<file path="src/rtl/matmul_host_ctrl.sv">
// rtl/matmul_host_ctrl.sv - host-side sequencer: load A/B rows, kick matmul, stream C rows out
module matmul_host_ctrl #(
    parameter int DWIDTH       = 8,
    parameter int MAT_MUL_SIZE = 8,
    parameter int AWIDTH       = 16
) (
    input  logic                             clk,
    input  logic                             resetn,
    input  logic                             cmd_start,
    input  logic [AWIDTH-1:0]                base_a,
    input  logic [AWIDTH-1:0]                base_b,
    input  logic [AWIDTH-1:0]                base_c,
    input  logic [AWIDTH-1:0]                stride,
    input  logic                             in_valid,
    output logic                             in_ready,
    input  logic [DWIDTH*MAT_MUL_SIZE-1:0]   in_data,
    output logic [AWIDTH-1:0]                bram_addr_a_ext,
    output logic [AWIDTH-1:0]                bram_addr_b_ext,
    output logic [DWIDTH*MAT_MUL_SIZE-1:0]   bram_wdata_a_ext,
    output logic [DWIDTH*MAT_MUL_SIZE-1:0]   bram_wdata_b_ext,
    output logic [DWIDTH*MAT_MUL_SIZE/8-1:0] bram_we_a_ext,
    output logic [DWIDTH*MAT_MUL_SIZE/8-1:0] bram_we_b_ext,
    output logic [AWIDTH-1:0]                bram_addr_c_ext,
    input  logic [DWIDTH*MAT_MUL_SIZE-1:0]   bram_rdata_c_ext,
    output logic [DWIDTH*MAT_MUL_SIZE/8-1:0] bram_we_c_ext,
    output logic [DWIDTH*MAT_MUL_SIZE-1:0]   bram_wdata_c_ext,
    output logic                             start_reg,
    output logic                             clear_done_reg,
    input  logic                             done_mat_mul,
    output logic                             out_valid,
    input  logic                             out_ready,
    output logic [DWIDTH*MAT_MUL_SIZE-1:0]   out_data,
    output logic                             busy,
    output logic                             seq_done
);

    localparam int DATA_W = DWIDTH * MAT_MUL_SIZE;
    localparam int WE_W   = DATA_W / 8;
    localparam int ROW_W  = (MAT_MUL_SIZE > 1) ? $clog2(MAT_MUL_SIZE) : 1;
    localparam logic [ROW_W-1:0] LAST_ROW = ROW_W'(MAT_MUL_SIZE - 1);

    localparam logic [3:0] S_IDLE    = 4'd0;
    localparam logic [3:0] S_LOAD_A  = 4'd1;
    localparam logic [3:0] S_LOAD_B  = 4'd2;
    localparam logic [3:0] S_START   = 4'd3;
    localparam logic [3:0] S_WAIT    = 4'd4;
    localparam logic [3:0] S_RD_ADDR = 4'd5;
    localparam logic [3:0] S_RD_CAP  = 4'd6;
    localparam logic [3:0] S_OUT     = 4'd7;
    localparam logic [3:0] S_CLEAR   = 4'd8;

    logic [3:0]        state;
    logic [ROW_W-1:0]  row;
    logic [AWIDTH-1:0] base_a_q;
    logic [AWIDTH-1:0] base_b_q;
    logic [AWIDTH-1:0] base_c_q;
    logic [AWIDTH-1:0] stride_q;
    logic [AWIDTH-1:0] addr_a_q;
    logic [AWIDTH-1:0] addr_b_q;
    logic [AWIDTH-1:0] addr_c_q;
    logic [DATA_W-1:0] wdata_a_q;
    logic [DATA_W-1:0] wdata_b_q;
    logic [WE_W-1:0]   we_a_q;
    logic [WE_W-1:0]   we_b_q;
    logic [DATA_W-1:0] out_data_q;
    logic              out_valid_q;
    logic              load_a_hs;
    logic              load_b_hs;
    logic              last_row;

    // Row address: base + row*stride, wrapping naturally at the address width.
    function automatic logic [AWIDTH-1:0] row_addr(input logic [AWIDTH-1:0] base,
                                                   input logic [AWIDTH-1:0] step,
                                                   input logic [ROW_W-1:0]  r);
        return base + step * {{(AWIDTH-ROW_W){1'b0}}, r};
    endfunction

    assign in_ready  = (state == S_LOAD_A) || (state == S_LOAD_B);
    assign load_a_hs = (state == S_LOAD_A) && in_valid;
    assign load_b_hs = (state == S_LOAD_B) && in_valid;
    assign last_row  = (row == LAST_ROW);

    // Sequencer: state, row counter, and the per-sequence address snapshot.
    always_ff @(posedge clk) begin
        if (!resetn) begin
            state    <= S_IDLE;
            row      <= '0;
            base_a_q <= '0;
            base_b_q <= '0;
            base_c_q <= '0;
            stride_q <= '0;
        end else begin
            case (state)
                S_IDLE: begin
                    if (cmd_start) begin
                        state    <= S_LOAD_A;
                        row      <= '0;
                        base_a_q <= base_a;
                        base_b_q <= base_b;
                        base_c_q <= base_c;
                        stride_q <= stride;
                    end
                end
                S_LOAD_A: begin
                    if (in_valid) begin
                        if (last_row) begin
                            state <= S_LOAD_B;
                            row   <= '0;
                        end else begin
                            row <= row + ROW_W'(1);
                        end
                    end
                end
                S_LOAD_B: begin
                    if (in_valid) begin
                        if (last_row) begin
                            state <= S_START;
                            row   <= '0;
                        end else begin
                            row <= row + ROW_W'(1);
                        end
                    end
                end
                S_START: state <= S_WAIT;
                S_WAIT: begin
                    // A level that is already high simply lets us through at once.
                    if (done_mat_mul) begin
                        state <= S_RD_ADDR;
                        row   <= '0;
                    end
                end
                S_RD_ADDR: state <= S_RD_CAP;
                S_RD_CAP:  state <= S_OUT;
                S_OUT: begin
                    if (out_ready) begin
                        if (last_row) begin
                            state <= S_CLEAR;
                        end else begin
                            state <= S_RD_ADDR;
                            row   <= row + ROW_W'(1);
                        end
                    end
                end
                S_CLEAR: state <= S_IDLE;
                default: state <= S_IDLE;
            endcase
        end
    end

    // A/B write ports: one registered write per accepted input word, enables cleared otherwise.
    always_ff @(posedge clk) begin
        if (!resetn) begin
            addr_a_q  <= '0;
            addr_b_q  <= '0;
            wdata_a_q <= '0;
            wdata_b_q <= '0;
            we_a_q    <= '0;
            we_b_q    <= '0;
        end else begin
            we_a_q <= '0;
            we_b_q <= '0;
            if (load_a_hs) begin
                addr_a_q  <= row_addr(base_a_q, stride_q, row);
                wdata_a_q <= in_data;
                we_a_q    <= '1;
            end
            if (load_b_hs) begin
                addr_b_q  <= row_addr(base_b_q, stride_q, row);
                wdata_b_q <= in_data;
                we_b_q    <= '1;
            end
        end
    end

    // C read path: address set on entry to RD_ADDR and held until the row is accepted.
    always_ff @(posedge clk) begin
        if (!resetn) begin
            addr_c_q    <= '0;
            out_data_q  <= '0;
            out_valid_q <= 1'b0;
        end else begin
            case (state)
                S_WAIT: begin
                    if (done_mat_mul) begin
                        addr_c_q <= base_c_q;
                    end
                end
                S_RD_CAP: begin
                    out_data_q  <= bram_rdata_c_ext;
                    out_valid_q <= 1'b1;
                end
                S_OUT: begin
                    if (out_ready) begin
                        out_valid_q <= 1'b0;
                        if (!last_row) begin
                            addr_c_q <= row_addr(base_c_q, stride_q, row + ROW_W'(1));
                        end
                    end
                end
                default: begin
                end
            endcase
        end
    end

    assign bram_addr_a_ext  = addr_a_q;
    assign bram_addr_b_ext  = addr_b_q;
    assign bram_wdata_a_ext = wdata_a_q;
    assign bram_wdata_b_ext = wdata_b_q;
    assign bram_we_a_ext    = we_a_q;
    assign bram_we_b_ext    = we_b_q;
    assign bram_addr_c_ext  = addr_c_q;
    assign bram_we_c_ext    = '0;
    assign bram_wdata_c_ext = '0;
    assign out_data         = out_data_q;
    assign out_valid        = out_valid_q;
    assign start_reg        = (state == S_START);
    assign clear_done_reg   = (state == S_CLEAR);
    assign seq_done         = (state == S_CLEAR);
    assign busy             = (state != S_IDLE);

endmodule

</file>
<file path="config.mk">
export PLATFORM = sky130hd
export DESIGN_NAME = matmul_host_ctrl
export DESIGN_NICKNAME = d
export VERILOG_FILES = /design/src/rtl/matmul_host_ctrl.sv
export SDC_FILE = /design/constraint.sdc
export NUM_CORES = 1
export LEC_CHECK = 0
export ABC_CLOCK_PERIOD_IN_PS = 5700
export CAP_MARGIN = 25
export CORE_AREA = 2 2 205 207
export CTS_CLUSTER_DIAMETER = 200
export DETAILED_ROUTE_END_ITERATION = 8
export DIE_AREA = 0 0 207 209
export PLACE_DENSITY = 0.69
export SYNTH_ARGS = -nofsm -noshare
export SYNTH_HDL_FRONTEND = slang
export SYNTH_SLANG_ARGS = --single-unit
</file>
<file path="constraint.sdc">
create_clock -name clk -period 5.7 [get_ports clk]
set_input_delay 0.57 -clock clk [delete_from_list [all_inputs] [get_ports clk]]
set_output_delay 0.57 -clock clk [all_outputs]
set_load 0.005 [all_outputs]
</file>
==> implementation parameters, run 1 <==
Parameter                              Value

Routing
  WL final ... 54.2 mm
  Final antenna-violating net count ... 0
  Ratio of routed vias to standard cells ... 4.99
  # DRC ... 0
  Total via count after detailed routing ... 14800
  Wire per inst ... 18.2 µm
  Pre-Repair DR Iteration Count ... 7
  Iter 0 DRT Violations ... 1102

GRT
  GR Util met3 ... 0.0505
  Global-route congestion overflow total ... 0
  M2 GR Usage ... 0.394
  Global-route wire length before repair ... 81.1 mm
  Global routing usage summed across all routing layers ... 0.239
  Initial antenna violation count ... 4
  Met1 usage ... 0.315
  Via count of the first global-routing pass ... 13700
  Busiest metal layer after global routing ... met2
  Maximum number of pins on one net before global-route repair ... 127

Yosys
  Compound-cell area share of the yosys netlist ... 0.155
  Largest family of logic cells by synthesized area ... simple AND/OR/NAND/NOR gates
  Syn. warnings ... 0
  Mux contribution to synthesized area ... 0.00128
  Flip-flop cell with the highest count after synthesis ... sky130_fd_sc_hd__dfxtp_1
  Post-synthesis instance total ... 2016
  Fraction of the yosys area taken by sequential cells ... 0.401
  Distinct cells, synth ... 64
  Area share of xor/xnor cells in the synthesized design ... 0.0318
  Largest area contributor in the synthesized netlist ... sky130_fd_sc_hd__dfxtp_1
  Most frequent cell after synthesis ... sky130_fd_sc_hd__nand2_1
  Top cells by area, synth ... sky130_fd_sc_hd__dfxtp_1, sky130_fd_sc_hd__nand2_1, sky130_fd_sc_hd__a21oi_1, sky130_fd_sc_hd__fa_1, sky130_fd_sc_hd__ha_1
  Simple-Gate Fraction of Synth Area ... 0.211
  Combined area of all synthesized cells ... 0.0157 mm²
  Synth Register Bits ... 314
  Average size of a mapped cell ... 7.77 µm²
  Number of synthesized flops with an enable pin ... 0
  Share of the synthesized area in the top cell type ... 0.401
  Post-synthesis share of cell area spent on full adders, half adders and majority gates ... 0.107
  Most frequent cells after synthesis ... sky130_fd_sc_hd__nand2_1, sky130_fd_sc_hd__a21oi_1, sky130_fd_sc_hd__dfxtp_1, sky130_fd_sc_hd__inv_1, sky130_fd_sc_hd__clkbuf_1
  Fraction of registers with async set or reset after synthesis ... 0

Power and ir drop
  Sequential share of power ... 0.376
  Internal power of the cells ... 4790 µW
  Net switching power ... 2300 µW
  Combinational group share of total power ... 0.276
  Max rail drop VDD ... 0.181 mV
  Switch share ... 0.325
  Leakage power ... 0.00834 µW
  Portion of total power attributed to the clock network ... 0.348
  Power per unit of standard cell area ... 328 mW/mm²
  Overall power consumption ... 7090 µW

Final layout
  Synthesis-to-finish area growth ... 37.9%
  Multi-input gate area ... 0.00824 mm²
  Ratio of cells with drive above 1 in the final layout ... 0.0391
  Number of nets in the final layout ... 2706
  Utilization after layout ... 0.523
  Finished layout cell area ... 0.0216 mm²
  Total area of sequential cells ... 0.00629 mm²
  Final standard cell count with taps included and fillers excluded ... 2970
  Filler cells ... 3901

Clock tree
  Cts bufs inserted ... 37
  Clock transition time at the flip-flop clock pins of the worst setup and hold paths ... 60 ps
  Buffer type at the clock tree root ... sky130_fd_sc_hd__clkbuf_16
  Clock tree from TritonCTS ... yes
  Number of sinks on the clock net ... 314
  Setup repair bufs after CTS ... 0
  Clock insertion delay at the later pin of the skew report ... 550 ps
  Quantity of gates resized following cts ... 0
  Cts hold-fix bufs ... 0
  Longest Clk Path Bufs ... 3
  Number of levels the H-tree was split into ... 2

Floorplanning
  Overall die area ... 0.0433 mm²
  Core ar. ... 0.0413 mm²
  Vert. Die Dim ... 209 µm
  Top-level port count ... 532
  Die width ... 207 µm
  Starting Density ... 0.380
  Cell row count ... 75

STA
  Final-layout setup total negative slack ... 0 ps
  Endpoints failing hold ... 0
  Slew @ Worst Pin ... 992 ps
  Remaining max-slew budget at the tightest pin ... 0.339
  Maximum operating frequency ... 203 MHz
  Minimum clock period ... 4930 ps
  Setup repair after global routing missed its margin ... no
  Final setup viols ... 0
  Final Max Slew Viols ... 0
  Setup skew after layout ... 10.8 ps
  Final worst-path cycle share ... 0.866

Setup path
  WS Path Type ... reg2reg
  Critical Path RT ... 6100 ps
  Arrival @ worst endpoint ... 5330 ps
  Kind of launch point of the worst setup path ... flop
  Crit. End Element ... flop
  Highest fanout seen on the critical path ... 21

Placed design
  Number of instances in the placed design ... 2899
  Post-Place Cell Area ... 0.0203 mm²
  Gpl congestion ... 0.949
  Buffers added on ports ... 459
  Detailed placement HPWL ... 40.3 mm

Hold path
  Min-delay worst type ... reg2reg

Run status
  Result of the run ... completed

Job
  Max Cap Viol ... 0
power by group through the flow:
stage,clock (µW),sequential [µW],combinational (µW)
after global routing,2600,2690,2160
after global placement,0,2700,1900
after detailed placement,0,2710,1940
after floorplan,0,2630,1160
after CTS,2510,2660,1960
final,2470,2660,1960
final timing paths:
check	startpoint	to	slack, ps	depth (start not counted)
setup / recovery	row[0]$_SDFFE_PN0P_	bram_addr_a_ext[14]$_SDFFE_PN0P_	770	21
hold reg to reg	bram_wdata_a_ext[51]$_SDFFE_PN0P_	bram_wdata_a_ext[51]$_SDFFE_PN0P_	450	2
setup reg to reg	row[0]$_SDFFE_PN0P_	bram_addr_a_ext[14]$_SDFFE_PN0P_	770	21
hold / removal	bram_wdata_a_ext[51]$_SDFFE_PN0P_	bram_wdata_a_ext[51]$_SDFFE_PN0P_	450	2
logic make-up after synthesis:
logic type | count (synthesis)
buffers and inverters | 298
AND/OR/NAND/NOR | 798
AO/OA/AOI/OAI | 439
XOR/XNOR | 56
flip-flops | 314
multiplexers | 2
adder cells (fa/ha/maj) | 108
other | 1
metal layers:
layer  share of wire  wire length (µm)  vias up
met5         0.00022                12        -
met4           0.023              1270        2
met3           0.069              3740       78
met2            0.48             25800      528
met1            0.43             23400     7029
li1                -                 -     7169
worst max-delay path, stage by stage (launching register included):
cell                       delay, ps
sky130_fd_sc_hd__dfxtp_1         780
sky130_fd_sc_hd__nand2_1         170
sky130_fd_sc_hd__fa_1            500
sky130_fd_sc_hd__inv_1            70
sky130_fd_sc_hd__ha_1            160
sky130_fd_sc_hd__inv_1            70
sky130_fd_sc_hd__fa_1            470
sky130_fd_sc_hd__nor2b_1         140
sky130_fd_sc_hd__o21ai_1          90
sky130_fd_sc_hd__a21boi_1        200
sky130_fd_sc_hd__o21ai_1          80
sky130_fd_sc_hd__nand2b_1        100
sky130_fd_sc_hd__xor2_1          250
sky130_fd_sc_hd__ha_1            340
sky130_fd_sc_hd__a21o_1          190
sky130_fd_sc_hd__a21oi_1         190
sky130_fd_sc_hd__nor2b_1          70
sky130_fd_sc_hd__nor2_1          150
sky130_fd_sc_hd__o32ai_1         140
sky130_fd_sc_hd__o41ai_1         370
sky130_fd_sc_hd__xor2_1          190
sky130_fd_sc_hd__a21oi_1          80
stage by stage:
stage                     worst slack, ps  hold slack, ps
final                                 765             452
after global routing                  389             468
after CTS                             818             453
after detailed placement              838             446
after global placement               1000             440
after floorplan                      1500             436
layout make-up:
cell class	instances	share of cell area
timing repair buffer	474	0.220
tap	539	0.0312
inverter	98	0.0174
clock buffer	57	0.0519
antenna	3	0.000347
multi-input combinational	1475	0.381
clock inverter	10	0.00660
sequential	314	0.291
state kept, by name, summed over array words and instances (netlist names), 16 cells and up:
name	flops
bram_wdata_b_ext	64
base_c_q	16
stride_q	16
bram_addr_b_ext	16
bram_wdata_a_ext	64
base_b_q	16
bram_addr_c_ext	16
out_data	64
bram_addr_a_ext	16
base_a_q	16
cell usage in the layout, fill, tap and decap left out, types with 4 or more instances in the layout:
master                            count
sky130_fd_sc_hd__a211oi_1             6
sky130_fd_sc_hd__a21o_1              15
sky130_fd_sc_hd__a21oi_1            327
sky130_fd_sc_hd__a311oi_1             7
sky130_fd_sc_hd__a31oi_1              8
sky130_fd_sc_hd__and2_1              26
sky130_fd_sc_hd__buf_4               12
sky130_fd_sc_hd__clkbuf_1             9
sky130_fd_sc_hd__clkbuf_16           38
sky130_fd_sc_hd__clkbuf_8            10
sky130_fd_sc_hd__clkdlybuf4s50_1    459
sky130_fd_sc_hd__clkinv_2             4
sky130_fd_sc_hd__conb_1              72
sky130_fd_sc_hd__dfxtp_1            314
sky130_fd_sc_hd__fa_1                43
sky130_fd_sc_hd__ha_1                65
sky130_fd_sc_hd__inv_1               97
sky130_fd_sc_hd__nand2_1            632
sky130_fd_sc_hd__nand2b_1            10
sky130_fd_sc_hd__nand3_1             12
sky130_fd_sc_hd__nand4_1              7
sky130_fd_sc_hd__nor2_1              49
sky130_fd_sc_hd__nor2b_1             26
sky130_fd_sc_hd__nor3_1               5
sky130_fd_sc_hd__o21a_1               5
sky130_fd_sc_hd__o21ai_0             31
sky130_fd_sc_hd__o21ai_1              5
sky130_fd_sc_hd__o21bai_1             8
sky130_fd_sc_hd__xnor2_1             40
sky130_fd_sc_hd__xor2_1              15
Note: power is estimated with default switching activity, not from simulation.
==> inputs of run 2 (changes only) <==
Settings changed: ABC_CLOCK_PERIOD_IN_PS 5700 to 5200, CTS_CLUSTER_SIZE set to 8.
Clock period 5.7 ns to 5.2 ns, I/O delays scaled along.
==> run 2 against run 1 <==
  * Combinational power is 10% higher
  * Clock skew is 16 ps higher
  * Sequential power is 9.0% higher
  * Global-route usage is 0.067 points higher
  * Total power is 7.8% higher
  * Worst setup slack worse by 280 ps
  * Critical path depth is 5 lower
  * Via count is 0.87% lower
  * Final cell count is 0.57% lower
  * First-iteration DRC count is 18% higher
  * Critical endpoint is now bram_addr_c_ext[15]$_SDFFE_PN0P_
  * Cell area is 0.41% lower
  * Routed wire length is 0.39% lower
==> implementation parameters, run 2 (synthesized netlist as in run 1, its figures left out) <==
Parameter                              Value

Run status
  Result of the run ... completed

Clock tree
  Cts bufs inserted ... 45
  Setup repair bufs after CTS ... 0
  Quantity of gates resized following cts ... 0
  Clock tree from TritonCTS ... yes
  Number of levels the H-tree was split into ... 2
  Number of sinks on the clock net ... 314
  Buffer type at the clock tree root ... sky130_fd_sc_hd__clkbuf_16
  Clock insertion delay at the later pin of the skew report ... 580 ps
  Longest Clk Path Bufs ... 3
  Cts hold-fix bufs ... 0
  Clock transition time at the flip-flop clock pins of the worst setup and hold paths ... 50 ps

STA
  Final-layout setup total negative slack ... 0 ps
  Minimum clock period ... 4710 ps
  Final setup viols ... 0
  Endpoints failing hold ... 0
  Final Max Slew Viols ... 0
  Final worst-path cycle share ... 0.906
  Remaining max-slew budget at the tightest pin ... 0.249
  Slew @ Worst Pin ... 1120 ps
  Maximum operating frequency ... 212 MHz
  Setup skew after layout ... 26.8 ps
  Setup repair after global routing missed its margin ... no

Final layout
  Utilization after layout ... 0.521
  Finished layout cell area ... 0.0215 mm²
  Synthesis-to-finish area growth ... 37.3%
  Ratio of cells with drive above 1 in the final layout ... 0.0361
  Multi-input gate area ... 0.00824 mm²
  Filler cells ... 3883
  Most common cell after layout, fill and taps aside ... sky130_fd_sc_hd__nand2_1
  Most frequent cells in the layout ... sky130_fd_sc_hd__nand2_1, sky130_fd_sc_hd__clkdlybuf4s50_1, sky130_fd_sc_hd__a21oi_1
  Number of nets in the final layout ... 2716
  Total area of sequential cells ... 0.00629 mm²

Routing
  WL final ... 54.0 mm
  Pre-Repair DR Iteration Count ... 5
  Wire per inst ... 18.3 µm
  Final antenna-violating net count ... 0
  Iter 0 DRT Violations ... 1301
  Total via count after detailed routing ... 14700
  # DRC ... 0
  Ratio of routed vias to standard cells ... 4.97

Hold path
  Hold_sp ... out_data[34]$_SDFFE_PN0P_
  Number of cells on the worst hold path ... 2
  End of the worst hold path ... out_data[34]$_SDFFE_PN0P_
  Min-delay worst type ... reg2reg

Power and ir drop
  Max rail drop VDD ... 0.242 mV
  Power per unit of standard cell area ... 355 mW/mm²
  Leakage power ... 0.00830 µW

GRT
  M2 GR Usage ... 0.395
  Global-route congestion overflow total ... 0
  Met1 usage ... 0.312
  GR Util met3 ... 0.0514
  Maximum number of pins on one net before global-route repair ... 163
  Busiest metal layer after global routing ... met2
  Global routing usage summed across all routing layers ... 0.240
  Initial antenna violation count ... 2
  Via count of the first global-routing pass ... 13800
  Global-route wire length before repair ... 81.3 mm

Job
  Max Cap Viol ... 0

Setup path
  Reg2reg start ... row[0]$_SDFFE_PN0P_
  Arrival @ worst endpoint ... 5110 ps
  Highest fanout seen on the critical path ... 19
  Critical Path RT ... 5600 ps
  Reg-to-reg endpoint ... bram_addr_c_ext[15]$_SDFFE_PN0P_
  Crit. End Element ... flop
  Worst path max stage delay ... 540 ps
  Setup slack of the most critical reg-to-reg path ... 490 ps
  Worst reg2reg path depth ... 16
  Critical Path, Cell by Cell ... buf_4 > ha_1 > ha_1 > nand2_1 > fa_1 > fa_1 > inv_1 > fa_1 > a21o_1 > a21oi_1 > o21ai_0 > nand4_1 > a31oi_1 > or4_1 > nand3_1 > a21oi_1
  Kind of launch point of the worst setup path ... flop
  Critical path origin ... row[0]$_SDFFE_PN0P_
  Critical Path Slowest Stage Cell ... sky130_fd_sc_hd__fa_1
  WS Path Type ... reg2reg
  Worst path most repeated cell ... sky130_fd_sc_hd__fa_1

Floorplanning
  Overall die area ... 0.0433 mm²
  Cell row count ... 75
  Core ar. ... 0.0413 mm²
  Top-level port count ... 532
  Vert. Die Dim ... 209 µm
  Die width ... 207 µm
  Starting Density ... 0.380

Placed design
  Detailed placement HPWL ... 40.3 mm
  Buffers added on ports ... 459
  Gpl congestion ... 0.873
  Post-Place Cell Area ... 0.0203 mm²
run 2: worst max path at each step:
stage	slack, ps	depth (start not counted)	end
after floorplan	1000	22	bram_addr_a_ext[14]$_SDFFE_PN0P_
after global placement	690	16	bram_addr_c_ext[15]$_SDFFE_PN0P_
after detailed placement	530	16	bram_addr_c_ext[15]$_SDFFE_PN0P_
after CTS	500	16	bram_addr_c_ext[15]$_SDFFE_PN0P_
after global routing	200	21	bram_addr_a_ext[14]$_SDFFE_PN0P_
final	490	16	bram_addr_c_ext[15]$_SDFFE_PN0P_
run 2: routing by layer:
metal | vias to the layer above | wire length, µm
met2 | 530 | 25600
met5 | - | 0
li1 | 7154 | -
met3 | 88 | 3920
met1 | 6905 | 22900
met4 | 0 | 1560
run 2: metrics by stage:
step           hold slack, ps  power, µW  worst slack (ps)  std cells
5_1_grt                   468       8040               203       2952
3_5_place_dp              446       5100               526       2902
4_1_cts                   452       7710               504       2950
2_1_floorplan             436       4160               995       2087
3_3_place_gp              440       5040               687       2901
6_report                  451       7640               490       2953
run 2: where the power goes:
group,switching (µW),total (µW),leakage (µW),internal [µW]
clock,1060,2580,0.000577,1520
combinational,1220,2160,0.00518,939
sequential,227,2900,0.00254,2670
run 2: cell type report:
class | count | area share
well taps | 539 | 0.0313
diodes | 3 | 0.000349
multi-input cells | 1475 | 0.383
flip-flops and latches | 314 | 0.292
clock buffers | 45 | 0.0523
repair buffers | 476 | 0.221
clock inverters | 3 | 0.00256
inverters | 98 | 0.0174
run 2: critical path: cells and delay by family, from the launching register on:
family                   cells  cell delay (ps)
flip-flops                   1              300
AO/OA/AOI/OAI                5              850
AND/OR/NAND/NOR              4              860
buffers and inverters        2              260
adder cells (fa/ha/maj)      5             2270
==> edit: new RTL, config.mk and constraints of run 2 <==
Reset style: asynchronous (`resetn`), changed in 3 clocked blocks.
--- a/src/rtl/matmul_host_ctrl.sv
+++ b/src/rtl/matmul_host_ctrl.sv
@@ -81,7 +81,7 @@
     assign last_row  = (row == LAST_ROW);
 
     // Sequencer: state, row counter, and the per-sequence address snapshot.
-    always_ff @(posedge clk) begin
+    always_ff @(posedge clk or negedge resetn) begin
         if (!resetn) begin
             state    <= S_IDLE;
             row      <= '0;
@@ -148,7 +148,7 @@
     end
 
     // A/B write ports: one registered write per accepted input word, enables cleared otherwise.
-    always_ff @(posedge clk) begin
+    always_ff @(posedge clk or negedge resetn) begin
         if (!resetn) begin
             addr_a_q  <= '0;
             addr_b_q  <= '0;
@@ -173,7 +173,7 @@
     end
 
     // C read path: address set on entry to RD_ADDR and held until the row is accepted.
-    always_ff @(posedge clk) begin
+    always_ff @(posedge clk or negedge resetn) begin
         if (!resetn) begin
             addr_c_q    <= '0;
             out_data_q  <= '0;
Function: differs if resetn is asserted again (counterexample within 4 cycles, from zero or initial values and one cycle with resetn low); with resetn held inactive, the same outputs for 4 cycles.
==> edit against run 2 <==
- utilization up 3.1 points
- sequential cell count stayed put
- worst setup slack better by 0.053 ns
- fmax increased by 1.1%
- final cell count down 8.8%
- wire length decreased by 6.3%
- synthesized cell count is 15% lower
- first-iteration DRC count shrank 41%
- hold slack worse by 0.39 ns
- area after synthesis rose by 7.1%
- design area rose by 5.9%
- critical path type unchanged
Power is not compared: it rests on default switching activity, and its combinational part moved more than twofold at a synthesized area within 25%.
==> edit: results (changes against run 2) <==
| Metric | Value |
|---|---|
| Status | finished, final reports clean (unchanged) |
| Drt total wl | 50.59 mm (was 53.96 mm) |
| Slowest CP cell | dfrtp_1 (was fa_1) |
| Post-Place Worst Slack | 0.5352 ns (was 0.5257 ns) |
| Vias/cell | 4.958 (was 4.970) |
| Largest net degree at the start of global routing | 114 (was 163) |
| Avg Cell Area, Syn | 9.831 um2 (was 7.773 um2) |
| Top layer in use | met4 (unchanged) |
| Synth Area in XOR/XNOR | 2.975% (was 3.178%) |
| Clock transition at path regs | 0.05 ns (about the same) |
| Leakage power | 10.82 nW |
| Worst-skew pair later-pin latency | 0.57 ns |
| Global-route wire length before repair | 78.18 mm (was 81.33 mm) |
| DRT iter0 DRCs | 772 (was 1301) |
| VDD IR max | 0.2538 mV |
| DP Area | 21570 um2 (was 20330 um2) |
| Initial antenna violation count | 5 (was 2) |
| Layout cell share with drive strength beyond 1 | 10.14% (was 3.608%) |
| Hold Path Class | in2async (was reg2reg) |
| Complex-gate fraction of the synthesized area | 7.762% (was 15.55%) |
| Cts repair resizes | 0 (unchanged) |
| GR Util met3 | 4.959% (was 5.140%) |
| GPL Wtd Cong | 0.9315 (was 0.8734) |
| Max stage delay on crit path | 0.68 ns (was 0.54 ns) |
| Post-CTS setup buffer count | 0 (unchanged) |
| Total track usage | 23.20% (was 23.97%) |
| Dpl cells | 2639 (was 2902) |
| Vias in the first global route | 13550 (was 13820) |
| CTS root buffer | clkbuf_16 (unchanged) |
| Most area-consuming cells after synthesis | dfrtp_1, nand2_1, mux2_2 (was dfxtp_1, nand2_1, a21oi_1) |
| Max FO, Critical Path | 17 (was 19) |
| Mux cell area share after synthesis | 9.201% (was 0.1278%) |
| Synth async-reset ratio | 100.0% (was 0%) |
| Post-route insts no fill | 2694 (was 2953) |
| Post-Synth Adder-Cell Area | 9.976% (was 10.68%) |
| DR WL met2 | 24.82 mm (was 25.55 mm) |
| CTS Buffer Depth | 3 (unchanged) |
| Top FF cell, synth | dfrtp_1 (was dfxtp_1) |
| H-tree Lvls | 2 (unchanged) |
| Crit path max-delay family | adder cells (unchanged) |
| Metal-1 WL | 21.04 mm (was 22.93 mm) |
| CTS buffer count | 45 (unchanged) |
| CP startpoint | row[0] (unchanged) |
| Post-synth top cells | nand2_1, dfrtp_1, mux2_2 (was nand2_1, a21oi_1, dfxtp_1) |
| Worst path arrival time | 5.08 ns (was 5.11 ns) |
| Nets | 2454 (was 2716) |
| Port Buf Inserts | 459 (unchanged) |
| Fin Clk Skew | 0.02840 ns (was 0.02680 ns) |
| Drt pass-1 iters | 5 (unchanged) |
| # fillers | 3626 (was 3883) |
| Worst-Margin Slew | 0.9593 ns (was 1.118 ns) |
| Met1 usage | 29.46% (was 31.18%) |
| Yosys cell types | 64 (unchanged) |
| Routed length on met3 | 2.884 mm (was 3.924 mm) |
| HPWL after DPL | 38.04 mm (was 40.27 mm) |
| Post-synthesis sequential area ratio | 46.82% (was 40.11%) |
| YS warnings | 0 (unchanged) |
| Met2 GRT Util | 38.62% (was 39.52%) |
-- edit: power by group --
part	internal, mW	switching [mW]
logic	2.98	2.39
registers	3.54	0.755
clock network	1.54	1.03
-- edit: path summary, 6_finish.rpt --
check,to,cells after the start,slack [ns]
max in group asynchronous,bram_wdata_a_ext[54],2,4.01
min in group clk,bram_wdata_b_ext[28],2,0.47
hold reg to reg,bram_wdata_b_ext[28],2,0.47
hold / removal,bram_addr_c_ext[13],1,0.06
setup / recovery,bram_addr_b_ext[15],20,0.54
setup reg to reg,bram_addr_b_ext[15],20,0.54
-- edit: cell type report --
| type | instances | area, um2 | area share, % |
|---|---|---|---|
| inverters | 98 | 367.9 | 1.614 |
| clock inverters | 2 | 25.02 | 0.1098 |
| multi-input cells | 1217 | 7933 | 34.81 |
| flip-flops and latches | 314 | 7858 | 34.48 |
| clock buffers | 46 | 1151 | 5.051 |
| repair buffers | 472 | 4767 | 20.92 |
| well taps | 539 | 674.4 | 2.959 |
| diodes | 6 | 15.01 | 0.06588 |
